--- src/rtl/lfsr8_ctrl_pkg.sv ---
// Shared types and constants for the LFSR8 sequencing controller.
package lfsr8_ctrl_pkg;

    typedef enum logic [2:0] {
        ST_IDLE    = 3'd0,
        ST_RESEED  = 3'd1,
        ST_WARMUP  = 3'd2,
        ST_COLLECT = 3'd3,
        ST_HOLD    = 3'd4
    } state_t;

    localparam int          RESEED_CYCLES = 2;
    localparam logic [7:0]  LFSR_SEED     = 8'h06;
    // First packed byte after a reseed with no warm-up (LSB = first bit).
    localparam logic [7:0]  FIRST_BYTE    = 8'hB2;

endpackage

--- src/rtl/lfsr8_ctrl_if.sv ---
// Byte output port of the LFSR8 controller: valid/ready handshake.
interface lfsr8_ctrl_if;

    logic [7:0] BYTE_OUT;
    logic       BYTE_VALID;
    logic       BYTE_READY;

    modport master (
        output BYTE_OUT,
        output BYTE_VALID,
        input  BYTE_READY
    );

    modport slave (
        input  BYTE_OUT,
        input  BYTE_VALID,
        output BYTE_READY
    );

endinterface

--- src/rtl/lfsr8_ctrl_bitpack.sv ---
// Serial-to-byte packer: bit counter selects the position of each incoming bit.
module lfsr8_ctrl_bitpack (
    input  logic       CLK,
    input  logic       RESET,
    input  logic       clr,
    input  logic       shift,
    input  logic       bit_in,
    output logic       last,
    output logic [7:0] byte_next
);

    logic [2:0] cnt;
    logic [7:0] data;

    always_ff @(posedge CLK) begin
        if (!RESET || clr) begin
            cnt <= 3'd0;
        end else if (shift) begin
            cnt <= cnt + 3'd1;
        end
    end

    always_ff @(posedge CLK) begin
        if (clr) begin
            data <= 8'h00;
        end else if (shift) begin
            data[cnt] <= bit_in;
        end
    end

    // Completed byte including the bit arriving this cycle.
    always_comb begin
        byte_next      = data;
        byte_next[cnt] = bit_in;
        last           = (cnt == 3'd7);
    end

endmodule

--- src/rtl/lfsr8_ctrl.sv ---
// LFSR8 sequencing controller: reseed, warm-up discard, byte packing, valid/ready output.
// Optional build macro LFSR8_CTRL_PERIOD_CNT_EN enables the PERIOD_CNT counter.
module lfsr8_ctrl
    import lfsr8_ctrl_pkg::*;
#(
    parameter int WARMUP = 16
) (
    input  logic        CLK,
    input  logic        RESET,
    input  logic        CMD_START,
    input  logic        CMD_STOP,
    input  logic        CMD_RESEED,
    input  logic        LFSR_BIT,
    input  logic        LFSR_PERIOD,
    output logic        LFSR_EN,
    output logic        LFSR_RST,
    output logic        BUSY,
    output logic [7:0]  PERIOD_CNT,
    lfsr8_ctrl_if.master byte_if
);

    state_t     state;
    logic [1:0] rs_cnt;
    logic [7:0] wu_cnt;
    logic [7:0] byte_out;
    logic [7:0] pending;
    logic       byte_valid;
    logic       active;

    logic       pack_shift;
    logic       pack_clr;
    logic       pack_last;
    logic [7:0] pack_byte;

    assign byte_if.BYTE_OUT   = byte_out;
    assign byte_if.BYTE_VALID = byte_valid;

    always_comb begin
        pack_shift = (state == ST_COLLECT);
        pack_clr   = (state == ST_RESEED);
        active     = (state == ST_WARMUP) || (state == ST_COLLECT) || (state == ST_HOLD);
    end

    lfsr8_ctrl_bitpack u_bitpack (
        .CLK       (CLK),
        .RESET     (RESET),
        .clr       (pack_clr),
        .shift     (pack_shift),
        .bit_in    (LFSR_BIT),
        .last      (pack_last),
        .byte_next (pack_byte)
    );

    always_ff @(posedge CLK) begin
        if (!RESET) begin
            state      <= ST_IDLE;
            rs_cnt     <= 2'd0;
            wu_cnt     <= 8'd0;
            LFSR_EN    <= 1'b0;
            LFSR_RST   <= 1'b0;
            BUSY       <= 1'b0;
            byte_out   <= 8'h00;
            byte_valid <= 1'b0;
        end else begin
            // A handshake consumes the current byte; a load below re-asserts valid.
            if (byte_valid && byte_if.BYTE_READY) begin
                byte_valid <= 1'b0;
            end

            if (CMD_STOP) begin
                state    <= ST_IDLE;
                LFSR_EN  <= 1'b0;
                LFSR_RST <= 1'b0;
                BUSY     <= 1'b0;
            end else if (CMD_RESEED && active) begin
                state    <= ST_RESEED;
                rs_cnt   <= 2'd0;
                LFSR_EN  <= 1'b0;
                LFSR_RST <= 1'b0;
            end else begin
                case (state)
                    ST_IDLE: begin
                        if (CMD_START) begin
                            state    <= ST_RESEED;
                            rs_cnt   <= 2'd0;
                            BUSY     <= 1'b1;
                        end
                    end
                    ST_RESEED: begin
                        if (rs_cnt == 2'(RESEED_CYCLES - 1)) begin
                            LFSR_EN  <= 1'b1;
                            LFSR_RST <= 1'b1;
                            wu_cnt   <= 8'd0;
                            state    <= (WARMUP > 0) ? ST_WARMUP : ST_COLLECT;
                        end else begin
                            rs_cnt <= rs_cnt + 2'd1;
                        end
                    end
                    ST_WARMUP: begin
                        if (wu_cnt == 8'(WARMUP - 1)) begin
                            state <= ST_COLLECT;
                        end else begin
                            wu_cnt <= wu_cnt + 8'd1;
                        end
                    end
                    ST_COLLECT: begin
                        if (pack_last) begin
                            if (!byte_valid || byte_if.BYTE_READY) begin
                                byte_out   <= pack_byte;
                                byte_valid <= 1'b1;
                            end else begin
                                state <= ST_HOLD;
                            end
                        end
                    end
                    ST_HOLD: begin
                        if (byte_if.BYTE_READY) begin
                            byte_out   <= pending;
                            byte_valid <= 1'b1;
                            state      <= ST_COLLECT;
                        end
                    end
                    default: state <= ST_IDLE;
                endcase
            end
        end
    end

    // Byte completed while the output is still occupied waits here during HOLD.
    always_ff @(posedge CLK) begin
        if (state == ST_COLLECT && pack_last) begin
            pending <= pack_byte;
        end
    end

`ifdef LFSR8_CTRL_PERIOD_CNT_EN
    function automatic logic [7:0] sat_inc8(input logic [7:0] v);
        return (v == 8'hFF) ? v : v + 8'd1;
    endfunction

    always_ff @(posedge CLK) begin
        if (!RESET || state == ST_RESEED) begin
            PERIOD_CNT <= 8'h00;
        end else if (LFSR_EN && LFSR_PERIOD) begin
            PERIOD_CNT <= sat_inc8(PERIOD_CNT);
        end
    end
`else
    logic unused_period;
    assign unused_period = LFSR_PERIOD;
    assign PERIOD_CNT    = 8'h00;
`endif

endmodule
--- src/flat_wrapper.sv ---
// flat-port wrapper written by rule: the top's interface ports become plain ports
module lfsr8_ctrl_flat import lfsr8_ctrl_pkg::*;
#(
    parameter int WARMUP = 16
)
  (CLK, RESET, CMD_START, CMD_STOP, CMD_RESEED, LFSR_BIT, LFSR_PERIOD, LFSR_EN, LFSR_RST, BUSY, PERIOD_CNT, byte_if_BYTE_OUT, byte_if_BYTE_VALID, byte_if_BYTE_READY);
  lfsr8_ctrl_if byte_if_i ();
  input  logic CLK;
  input  logic RESET;
  input  logic CMD_START;
  input  logic CMD_STOP;
  input  logic CMD_RESEED;
  input  logic LFSR_BIT;
  input  logic LFSR_PERIOD;
  output logic LFSR_EN;
  output logic LFSR_RST;
  output logic BUSY;
  output logic [7:0] PERIOD_CNT;
  output wire logic [$bits(byte_if_i.BYTE_OUT)-1:0] byte_if_BYTE_OUT;
  output wire logic [$bits(byte_if_i.BYTE_VALID)-1:0] byte_if_BYTE_VALID;
  input wire logic [$bits(byte_if_i.BYTE_READY)-1:0] byte_if_BYTE_READY;
  assign byte_if_BYTE_OUT = byte_if_i.BYTE_OUT;
  assign byte_if_BYTE_VALID = byte_if_i.BYTE_VALID;
  assign byte_if_i.BYTE_READY = byte_if_BYTE_READY;
  lfsr8_ctrl #(.WARMUP(WARMUP)) u_core (.CLK(CLK), .RESET(RESET), .CMD_START(CMD_START), .CMD_STOP(CMD_STOP), .CMD_RESEED(CMD_RESEED), .LFSR_BIT(LFSR_BIT), .LFSR_PERIOD(LFSR_PERIOD), .LFSR_EN(LFSR_EN), .LFSR_RST(LFSR_RST), .BUSY(BUSY), .PERIOD_CNT(PERIOD_CNT), .byte_if(byte_if_i));
endmodule
--- config.mk ---
export PLATFORM = sky130hd
export DESIGN_NAME = lfsr8_ctrl_flat
export DESIGN_NICKNAME = d
export VERILOG_FILES = /design/src/rtl/lfsr8_ctrl_pkg.sv /design/src/rtl/lfsr8_ctrl_if.sv /design/src/rtl/lfsr8_ctrl_bitpack.sv /design/src/rtl/lfsr8_ctrl.sv /design/src/flat_wrapper.sv
export SDC_FILE = /design/constraint.sdc
export NUM_CORES = 1
export LEC_CHECK = 0
export CORE_MARGIN = 3
export CORE_UTILIZATION = 45
export DETAILED_ROUTE_END_ITERATION = 16
export DONT_BUFFER_PORTS = 1
export PLACE_DENSITY = 0.7
export SKIP_CTS_REPAIR_TIMING = 1
export SLEW_MARGIN = 10
export SYNTH_ARGS = -nofsm -noshare
export SYNTH_HDL_FRONTEND = slang
export SYNTH_SLANG_ARGS = --single-unit
export TNS_END_PERCENT = 1
--- constraint.sdc ---
create_clock -name CLK -period 5.2 [get_ports CLK]
set_clock_uncertainty 0.2 [all_clocks]
set_input_delay 0.26 -clock CLK [delete_from_list [all_inputs] [get_ports CLK]]
set_output_delay 0.26 -clock CLK [all_outputs]
set_load 0.05 [all_outputs]
==> flow_summary.yaml, run 1 <==
min_path:
  hp-class: "input pin to flip-flop"
synthesis:
  async_flop_share_pct: 0
  synth_largest_area_cell: "dfxtp_1"
  syn_area_um2: 2223
  synth_edf_count: 8
  yosysMostFrequentCell: "dfxtp_1"
  synthCells: 253
  ys_ff_latch: 43
  synth_cell_types: 49
  yosysTopAreaCellShare_pct: 31.51
  synth_ff_type: "dfxtp_1"
  avgSynthCellArea_um2: 8.788
  yosysSeqAreaShare_pct: 42.32
  synth_warnings: 0
  ys_top_cells_by_area: "dfxtp_1 (32%), edfxtp_1 (11%), mux2i_1 (5.4%)"
  netlist_top_cells_count: "dfxtp_1 (35), nor2_1 (27), nand2_1 (26)"
floorplanning:
  rows: 24
  dieArea_um2: 5820
  fp.dieH_um: 76.29
  dieWidth_um: 76.29
  pin_count: 28
  core_um2: 4564
  start_util_pct: 48.71
placement:
  post-place-ws_ns: 2.586
  place_congestion: 0.8037
  hpwl_mm: 2.910
  place.port_buffers: 0
job:
  cap_violations: 0
global_routing:
  grt.overflow.total: 0
  grt_max_degree: 21
  grt_pass1_vias: 1616
  antenna_found_initial: 0
  gr-usage-all-layers_pct: 15.48
  grt_pass1_wl_mm: 7.452
cts:
  cts-root-buf: "clkbuf_8"
  cts_max_level: 2
  numCtsBuffers: 5
  clock_path_buffers: 2
  cts_tree: "yes"
  insertion_delay_ns: 0.30
  clkTransAtPathRegs_ns: 0.09
  cts_sinks: 43
detailed_routing:
  dr.pass1.iters: 5
  via_count: 1682
  drc_errors: 0
  routedWlPerCell_um: 13.75
  finalWirelength_mm: 4.305
  first_iter_violations: 77
  ant_nets: 0
  vias_per_cell: 5.374
final_layout:
  fin_nets: 259
  diodes: 0
  area_growth_pct: 5.121
  drive_gt1_share_pct: 9.274
setup_path:
  endpoint_kind: "flip-flop"
  critPathSlowestCell: "dfxtp_1"
  path_class: "flip-flop to flip-flop"
  crit_buf_inv: 0
  cp_top_family: "simple AND/OR/NAND/NOR gates"
  cp-start-kind: "flip-flop"
  cpMostUsedCell: "ha_1"
  critPathMaxStageDelay_ns: 0.51
  crit_fanout: 16
  cp.arrival_ns: 2.65
  critical_path.cell_chain: "ha_1 -> ha_1 -> and4bb_1 -> nor3_1 -> nand3_2 -> a211o_2 -> a21oi_1"
  worstPathRequired_ns: 5.22
timing:
  tightest_slew_ns: 0.9652
  finalSetupViolations: 0
  rsz0062_at_grt: "false"
  min_period_ns: 2.629
  max-slew-margin-rel_pct: 35.57
  finalSetupTns_ns: 0
  maxSlewViolCount: 0
  finalWorstSetupSlack_ns: 2.571
  fin_crit_sh_pct: 50.56
  max_freq_mhz: 380.4
  finalHoldViolCount: 0
power:
  cellPowerDensity_nw_per_um2: 295.0
  vdd_drop_max_uv: 201.5
  total_leakage_power_uw: 0.0009462
status:
  outcome: "complete, no violations"
final timing paths:
path / from / endpoint / slack, ns / cells past startpoint
max reg2reg: u_core.u_bitpack.cnt[0]$_SDFFE_PP0P_ / u_core.byte_if.BYTE_OUT[4]$_SDFFE_PN0P_ / 2.57 / 7
max: u_core.u_bitpack.cnt[0]$_SDFFE_PP0P_ / u_core.byte_if.BYTE_OUT[4]$_SDFFE_PN0P_ / 2.57 / 7
min: LFSR_BIT / u_core.pending[1]$_DFFE_PP_ / 0.01 / 2
min reg2reg: u_core.u_bitpack.data[3]$_SDFFE_PP0P_ / u_core.u_bitpack.data[3]$_SDFFE_PP0P_ / 0.26 / 2
cell usage in the layout, fill, tap and decap left out, types with 6 or more instances in the layout:
cell and instances:
dfxtp_1 35, nor2_1 27, nand2_1 26, o21ai_0 20
a21oi_1 18, inv_1 13, mux2i_1 12, and3_1 8
conb_1 8, edfxtp_1 8, nand3_1 6
logic make-up (layout without fill, tap and decap cells):
family                   count (synthesis)  after routing  share of synthesized area, %
multiplexers                            13             13                         5.909
adder cells (fa/ha/maj)                  4              4                         2.251
other                                    1              8                        0.1687
flip-flops                              43             43                         42.32
AND/OR/NAND/NOR                         94             94                         21.95
buffers and inverters                   36             24                         9.398
AO/OA/AOI/OAI                           62             62                         18.01
where the power goes:
group,total [uW],switching [uW],internal (uW)
Combinational,34.9,26.0,8.95
Clock,311,120,192
Sequential,343,4.44,339
per-layer routing:
metal / up-vias / GRT usage, % / share of wire, %
met3: 8 / 4.728 / 4.2
met5: - / 0 / 0
met1: 787 / 18.46 / 48
met4: 0 / 5.616 / 1.6
li1: 859 / - / -
met2: 28 / 26.19 / 46
stage by stage:
step / cell area (um^2) / total power, uW / hold slack (ns) / cells / utilization [%]
final: 2337 / 689.6 / 0.009771 / 313 / 51.21
after global routing: 2337 / 711.9 / 0.002670 / 313 / 51.21
after CTS: 2307 / 691.5 / -0.1708 / 310 / 50.55
after detailed placement: 2171 / 383.0 / 0.1444 / 302 / 47.56
after global placement: 2171 / 382.9 / 0.1428 / 302 / 47.56
after floorplan: 2250 / 385.5 / 0.1393 / 260 / -
layout make-up:
type	instances	area [um^2]
Fill cell	440	2227
Multi-Input combinational cell	181	1100
Sequential cell	43	940.9
Tap cell	65	81.33
Clock buffer	5	68.82
Clock inverter	3	67.56
Inverter	13	48.80
Timing Repair Buffer	3	30.03
sequential cells by signal (all words and copies together), names as in the netlist:
| signal | cells |
|---|---|
| u_core.pending | 8 |
| u_core.u_bitpack.cnt | 3 |
| u_core.BUSY | 1 |
| u_core.rs_cnt | 2 |
| u_core.LFSR_EN | 1 |
| u_core.byte_if.BYTE_VALID | 1 |
| u_core.wu_cnt | 8 |
| u_core.state | 3 |
| u_core.u_bitpack.data | 8 |
| u_core.byte_if.BYTE_OUT | 8 |
(Power assumes the default switching activity.)
==> run 2, diff against run 1 <==
Settings changed: PLACE_DENSITY 0.7 to 0.72.
Clock period 5.2 ns to 2.3 ns, I/O delays scaled along.
==> run 2 against run 1 <==
  * The flow now finishes with violations (negative hold slack)
  * Cell area is 4.3% higher
  * Via count is 3.6% higher
  * Register-to-register slack worse by 2.4 ns
  * Critical path depth is 1 higher
  * First-iteration DRC count is 49% higher
  * Total power is 110% higher
  * Worst setup slack worse by 2.4 ns
  * Routed wire length is 0.14% lower
  * Largest power group unchanged
  * Highest routed layer unchanged
==> flow_summary.yaml, run 2 (synthesized netlist as in run 1, its figures left out) <==
timing:
  finalSetupViolations: 0
  min_period_ns: 2.154
  max-slew-margin-rel_pct: 58.43
  tightest_slew_ns: 0.6228
  holdWs_ns: -0.04728
  finalSetupTns_ns: 0
  maxSlewViolCount: 0
  fin_crit_sh_pct: 93.67
  finalHoldViolCount: 5
  rsz0062_at_grt: "false"
  max_freq_mhz: 464.2
final_layout:
  drive_gt1_share_pct: 14.45
  final_cell_mix: "dfxtp_1 (35), nor2_1 (27), nand2_1 (26)"
  fin_util_pct: 53.40
  area_growth_pct: 9.623
  fin_nets: 274
  diodes: 0
  final_common_cell: "dfxtp_1"
setup_path:
  cp-start-kind: "flip-flop"
  critPathMaxStageDelay_ns: 0.35
  critical_path.cell_chain: "ha_1 -> ha_1 -> and4bb_1 -> nor3_2 -> nand3_2 -> buf_4 -> a211o_2 -> a21oi_1"
  crit_fanout: 12
  critPathSlowestCell: "dfxtp_1"
  endpoint_kind: "flip-flop"
  worstPathRequired_ns: 2.33
  path_class: "flip-flop to flip-flop"
  cpMostUsedCell: "ha_1"
  cp_top_family: "simple AND/OR/NAND/NOR gates"
  cp.arrival_ns: 2.18
  crit_buf_inv: 1
global_routing:
  gr-usage-all-layers_pct: 15.82
  grt_max_degree: 20
  grt.overflow.total: 0
  grt_pass1_wl_mm: 7.624
  grt_pass1_vias: 1699
  antenna_found_initial: 0
floorplanning:
  core_um2: 4564
  pin_count: 28
  dieWidth_um: 76.29
  fp.dieH_um: 76.29
  dieArea_um2: 5820
  start_util_pct: 48.71
  rows: 24
job:
  cap_violations: 0
cts:
  cts_tree: "yes"
  clock_path_buffers: 2
  cts_sinks: 43
  numCtsBuffers: 5
  clkTransAtPathRegs_ns: 0.08
  cts_max_level: 2
  cts-root-buf: "clkbuf_8"
  insertion_delay_ns: 0.30
placement:
  place_congestion: 0.8677
  hpwl_mm: 2.898
  place.port_buffers: 0
detailed_routing:
  finalWirelength_mm: 4.299
  first_iter_violations: 115
  via_count: 1743
  vias_per_cell: 5.314
  ant_nets: 0
  drc_errors: 0
  dr.pass1.iters: 4
  routedWlPerCell_um: 13.11
power:
  total_leakage_power_uw: 0.001012
  vdd_drop_max_uv: 594.8
  total_power_uw: 1464
  cellPowerDensity_nw_per_um2: 600.6
min_path:
  hp-class: "input pin to flip-flop"
status:
  violations: "negative hold slack"
  outcome: "finished with violations"
-- run 2: changes by cell type in the layout (fill, tap and decap cells not counted), sizes merged --
cell         change
bufinv           -1
clkinv           +1
clkinvlp         -1
inv              +1
buf             +14
dlygate4sd3      +1
-- run 2: final timing paths --
kind / to / cells past startpoint / from / slack, ns
worst max-delay path: u_core.byte_if.BYTE_OUT[4]$_SDFFE_PN0P_ / 8 / u_core.u_bitpack.cnt[0]$_SDFFE_PP0P_ / 0.15
worst min register to register: u_core.u_bitpack.data[3]$_SDFFE_PP0P_ / 2 / u_core.u_bitpack.data[3]$_SDFFE_PP0P_ / 0.26
worst max register to register: u_core.byte_if.BYTE_OUT[4]$_SDFFE_PN0P_ / 8 / u_core.u_bitpack.cnt[0]$_SDFFE_PP0P_ / 0.15
worst min-delay path: u_core.BUSY$_SDFFE_PP0P_ / 3 / CMD_START / -0.05
-- run 2: cell type report --
type,instances,area (um^2)
fillers,427,2127
multi-input cells,181,1105
flip-flops and latches,43,940.9
repair buffers,18,145.1
well taps,65,81.33
clock buffers,5,68.82
inverters,13,48.80
clock inverters,3,47.55
-- run 2: worst min-delay path, cell delays in order --
cell and delay, ns:
and2b_1 0.11, a21oi_1 0.06, nor3_1 0.11
-- run 2: per-stage QoR --
stage               worst slack, ns  hold WS [ns]  cell area [um^2]  instances
finish                       0.1455      -0.04728              2437        328
global route               0.005328      0.009433              2437        328
CTS                         0.01353       -0.3244              2377        322
detailed placement          0.05667     -0.001584              2261        314
global placement            0.09096     -0.003892              2261        314
floorplan                    0.2614     -0.005689              2250        260
-- run 2: per-layer routing --
layer  wire [um]  GRT usage (%)  up-vias
met4          69          6.341        0
met5           0              0        -
li1            -              -      887
met3         241          4.846        6
met1        1974          19.99      812
met2        2013          25.13       38
-- run 2: where the power goes --
part | internal, uW | total (uW) | switching [uW]
Clock | 329 | 601 | 272
Sequential | 766 | 776 | 9.60
Combinational | 24.4 | 87.4 | 63.0
Total | 1120 | 1460 | 344
==> run 3, diff against run 2 <==
Settings changed: CELL_PAD_IN_SITES_DETAIL_PLACEMENT set to 0, CELL_PAD_IN_SITES_GLOBAL_PLACEMENT set to 1, CORE_ASPECT_RATIO set to 1.4, CORE_UTILIZATION 45 to 44, PLACE_DENSITY 0.72 to 0.84, SYNTH_HIERARCHICAL set to 1.
==> run 3 against run 2 <==
  * The run still ends with negative hold slack left
  * Sequential share of layout area decreased by 3.8 points
  * Combinational power increased by 30%
  * Synthesized cell count decreased by 2.0%
  * Count of clock-buffer cells in the layout increased by 1
  * Critical path depth decreased by 1
  * First-iteration DRC count decreased by 63%
  * Synthesized area increased by 12%
  * Worst setup slack improved by 0.082 ns
  * Fmax increased by 4.0%
  * Utilization decreased by 2.9 points
  * Critical endpoint is now u_core/byte_if.BYTE_OUT[3]$_SDFFE_PN0P_
  * Largest cell class unchanged
  * Highest routed layer unchanged
==> flow_summary.yaml, run 3 <==
status:
  outcome: "finished with violations"
  violations: "negative hold slack"
detailed_routing:
  finalWirelength_mm: 4.917
  first_iter_violations: 42
  vias_per_cell: 5.622
  ant_nets: 0
  dr.pass1.iters: 4
  via_count: 1827
  routedWlPerCell_um: 15.13
  drc_errors: 0
synthesis:
  avgSynthCellArea_um2: 10.08
  ys_ff_latch: 43
  yosysTopAreaCellShare_pct: 28.03
  synth_largest_area_cell: "dfxtp_1"
  synth_warnings: 6
  async_flop_share_pct: 0
  syn_area_um2: 2500
  synth_cell_types: 62
  yosysSeqAreaShare_pct: 37.64
  ys_top_cells_by_area: "dfxtp_1 (28%), edfxtp_1 (9.6%), mux2i_1 (7.2%)"
  netlist_top_cells_count: "dfxtp_1 (35), mux2i_1 (18), a21oi_1 (17)"
  synth_ff_type: "dfxtp_1"
  synthCells: 248
  yosysMostFrequentCell: "dfxtp_1"
  synth_edf_count: 8
floorplanning:
  dieArea_um2: 6635
  dieWidth_um: 69.71
  rows: 31
  pin_count: 28
  start_util_pct: 46.70
  fp.dieH_um: 95.19
  core_um2: 5353
cts:
  insertion_delay_ns: 0.30
  cts_max_level: 2
  clkTransAtPathRegs_ns: 0.08
  numCtsBuffers: 5
  cts_tree: "yes"
  cts-root-buf: "clkbuf_8"
  cts_sinks: 43
  clock_path_buffers: 2
global_routing:
  grt_pass1_vias: 1782
  grt.overflow.total: 0
  grt_pass1_wl_mm: 8.286
  antenna_found_initial: 0
  gr-usage-all-layers_pct: 15.36
  grt_max_degree: 19
timing:
  maxSlewViolCount: 0
  min_period_ns: 2.072
  max-slew-margin-rel_pct: 63.37
  holdWs_ns: -0.002755
  finalSetupViolations: 0
  rsz0062_at_grt: "false"
  max_freq_mhz: 482.6
  fin_crit_sh_pct: 90.09
  finalSetupTns_ns: 0
  finalHoldViolCount: 3
  tightest_slew_ns: 0.5488
final_layout:
  final_cell_mix: "dfxtp_1 (35), mux2i_1 (18), a21oi_1 (17)"
  final_cell_area_um2: 2705
  fillCellCount: 496
  fin_nets: 270
  final_cells: 325
  area_growth_pct: 8.208
  final_common_cell: "dfxtp_1"
  diodes: 0
  drive_gt1_share_pct: 18.92
power:
  vdd_drop_max_uv: 276.3
  p_comb_share_pct: 8.4
  netSwitchingFraction_pct: 25.52
  p_int_uw: 1016
  p_sw_uw: 348.2
  total_leakage_power_uw: 0.0009432
  sequentialPowerShare_pct: 57.0
  p_clk_share_pct: 34.7
  cellPowerDensity_nw_per_um2: 504.4
placement:
  place_congestion: 0.7609
  dp_cells: 311
  place.port_buffers: 0
  place_area_um2: 2560
  hpwl_mm: 3.453
setup_path:
  cp.arrival_ns: 2.07
  endpoint_kind: "flip-flop"
  path_class: "flip-flop to flip-flop"
  worstPathRequired_ns: 2.30
  crit_fanout: 16
  cp-start-kind: "flip-flop"
min_path:
  hp-class: "input pin to flip-flop"
job:
  cap_violations: 0
==> run 3: worst paths after layout <==
| path | startpoint | endpoint | slack, ns | depth (start not counted) |
|---|---|---|---|---|
| worst max register to register | u_core/u_bitpack/cnt[1]$_SDFFE_PP0P_ | u_core/byte_if.BYTE_OUT[3]$_SDFFE_PN0P_ | 0.23 | 7 |
| worst min register to register | u_core/u_bitpack/data[4]$_SDFFE_PP0P_ | u_core/u_bitpack/data[4]$_SDFFE_PP0P_ | 0.28 | 2 |
| worst max-delay path | u_core/u_bitpack/cnt[1]$_SDFFE_PP0P_ | u_core/byte_if.BYTE_OUT[3]$_SDFFE_PN0P_ | 0.23 | 7 |
| worst min-delay path | CMD_RESEED | u_core/rs_cnt[0]$_SDFFE_PN0P_ | -0.003 | 3 |
==> run 3: layer usage <==
layer  GRT usage [%]  up-vias  routed length (um)
li1                -      930                   -
met2           27.95       18                2559
met1           17.51      875                2138
met4           5.591        0                  55
met5               0        -                   0
met3           3.692        4                 163
==> run 3: metrics by stage <==
| stage | total power, uW | setup slack [ns] | utilization, % |
|---|---|---|---|
| after floorplan | 889.8 | 0.2195 | - |
| after global placement | 891.7 | 0.2957 | 47.83 |
| after detailed placement | 893.3 | 0.2244 | 47.83 |
| after CTS | 1366 | 0.2238 | 49.42 |
| after global routing | 1424 | 0.003477 | 50.54 |
| final | 1364 | 0.2280 | 50.54 |
==> run 3: cell families (layout without fill, tap and decap cells) <==
logic type / count (synthesis) / in the layout / synth area share, %
flops: 43 / 43 / 37.64
mux: 26 / 26 / 11.41
fa+ha+maj: 4 / 4 / 2.002
other cells: 1 / 8 / 0.1500
buf+inv: 31 / 35 / 7.708
xor+xnor: 2 / 2 / 0.7008
simple gates: 84 / 84 / 23.42
compound gates: 57 / 57 / 16.97
==> run 3: power by group through the flow <==
stage          registers, uW  clock network (uW)  logic [uW]
6_report                 777                 473         114
5_1_grt                  778                 521         124
4_1_cts                  777                 490        98.5
3_5_place_dp             795                   0        98.3
3_3_place_gp             795                   0        97.0
2_1_floorplan            791                   0        99.0
==> run 3: area by class of cell <==
cell class                      count  area [um^2]  area share [%]
Multi-Input combinational cell    181         1398           51.67
Clock inverter                      2        12.51          0.4625
Tap cell                           66        82.58           3.053
Timing Repair Buffer               22        180.2           6.661
Sequential cell                    43        940.9           34.78
Inverter                            5        18.77          0.6938
Clock buffer                        6        72.57           2.683
==> run 3: critical path, stage by stage (launching register included) <==
cell and delay, ns:
dfxtp_1 0.34, ha_1 0.15, ha_1 0.22, nand4b_1 0.22, a211oi_4 0.25, buf_4 0.24
a21oi_1 0.09, a311oi_1 0.27
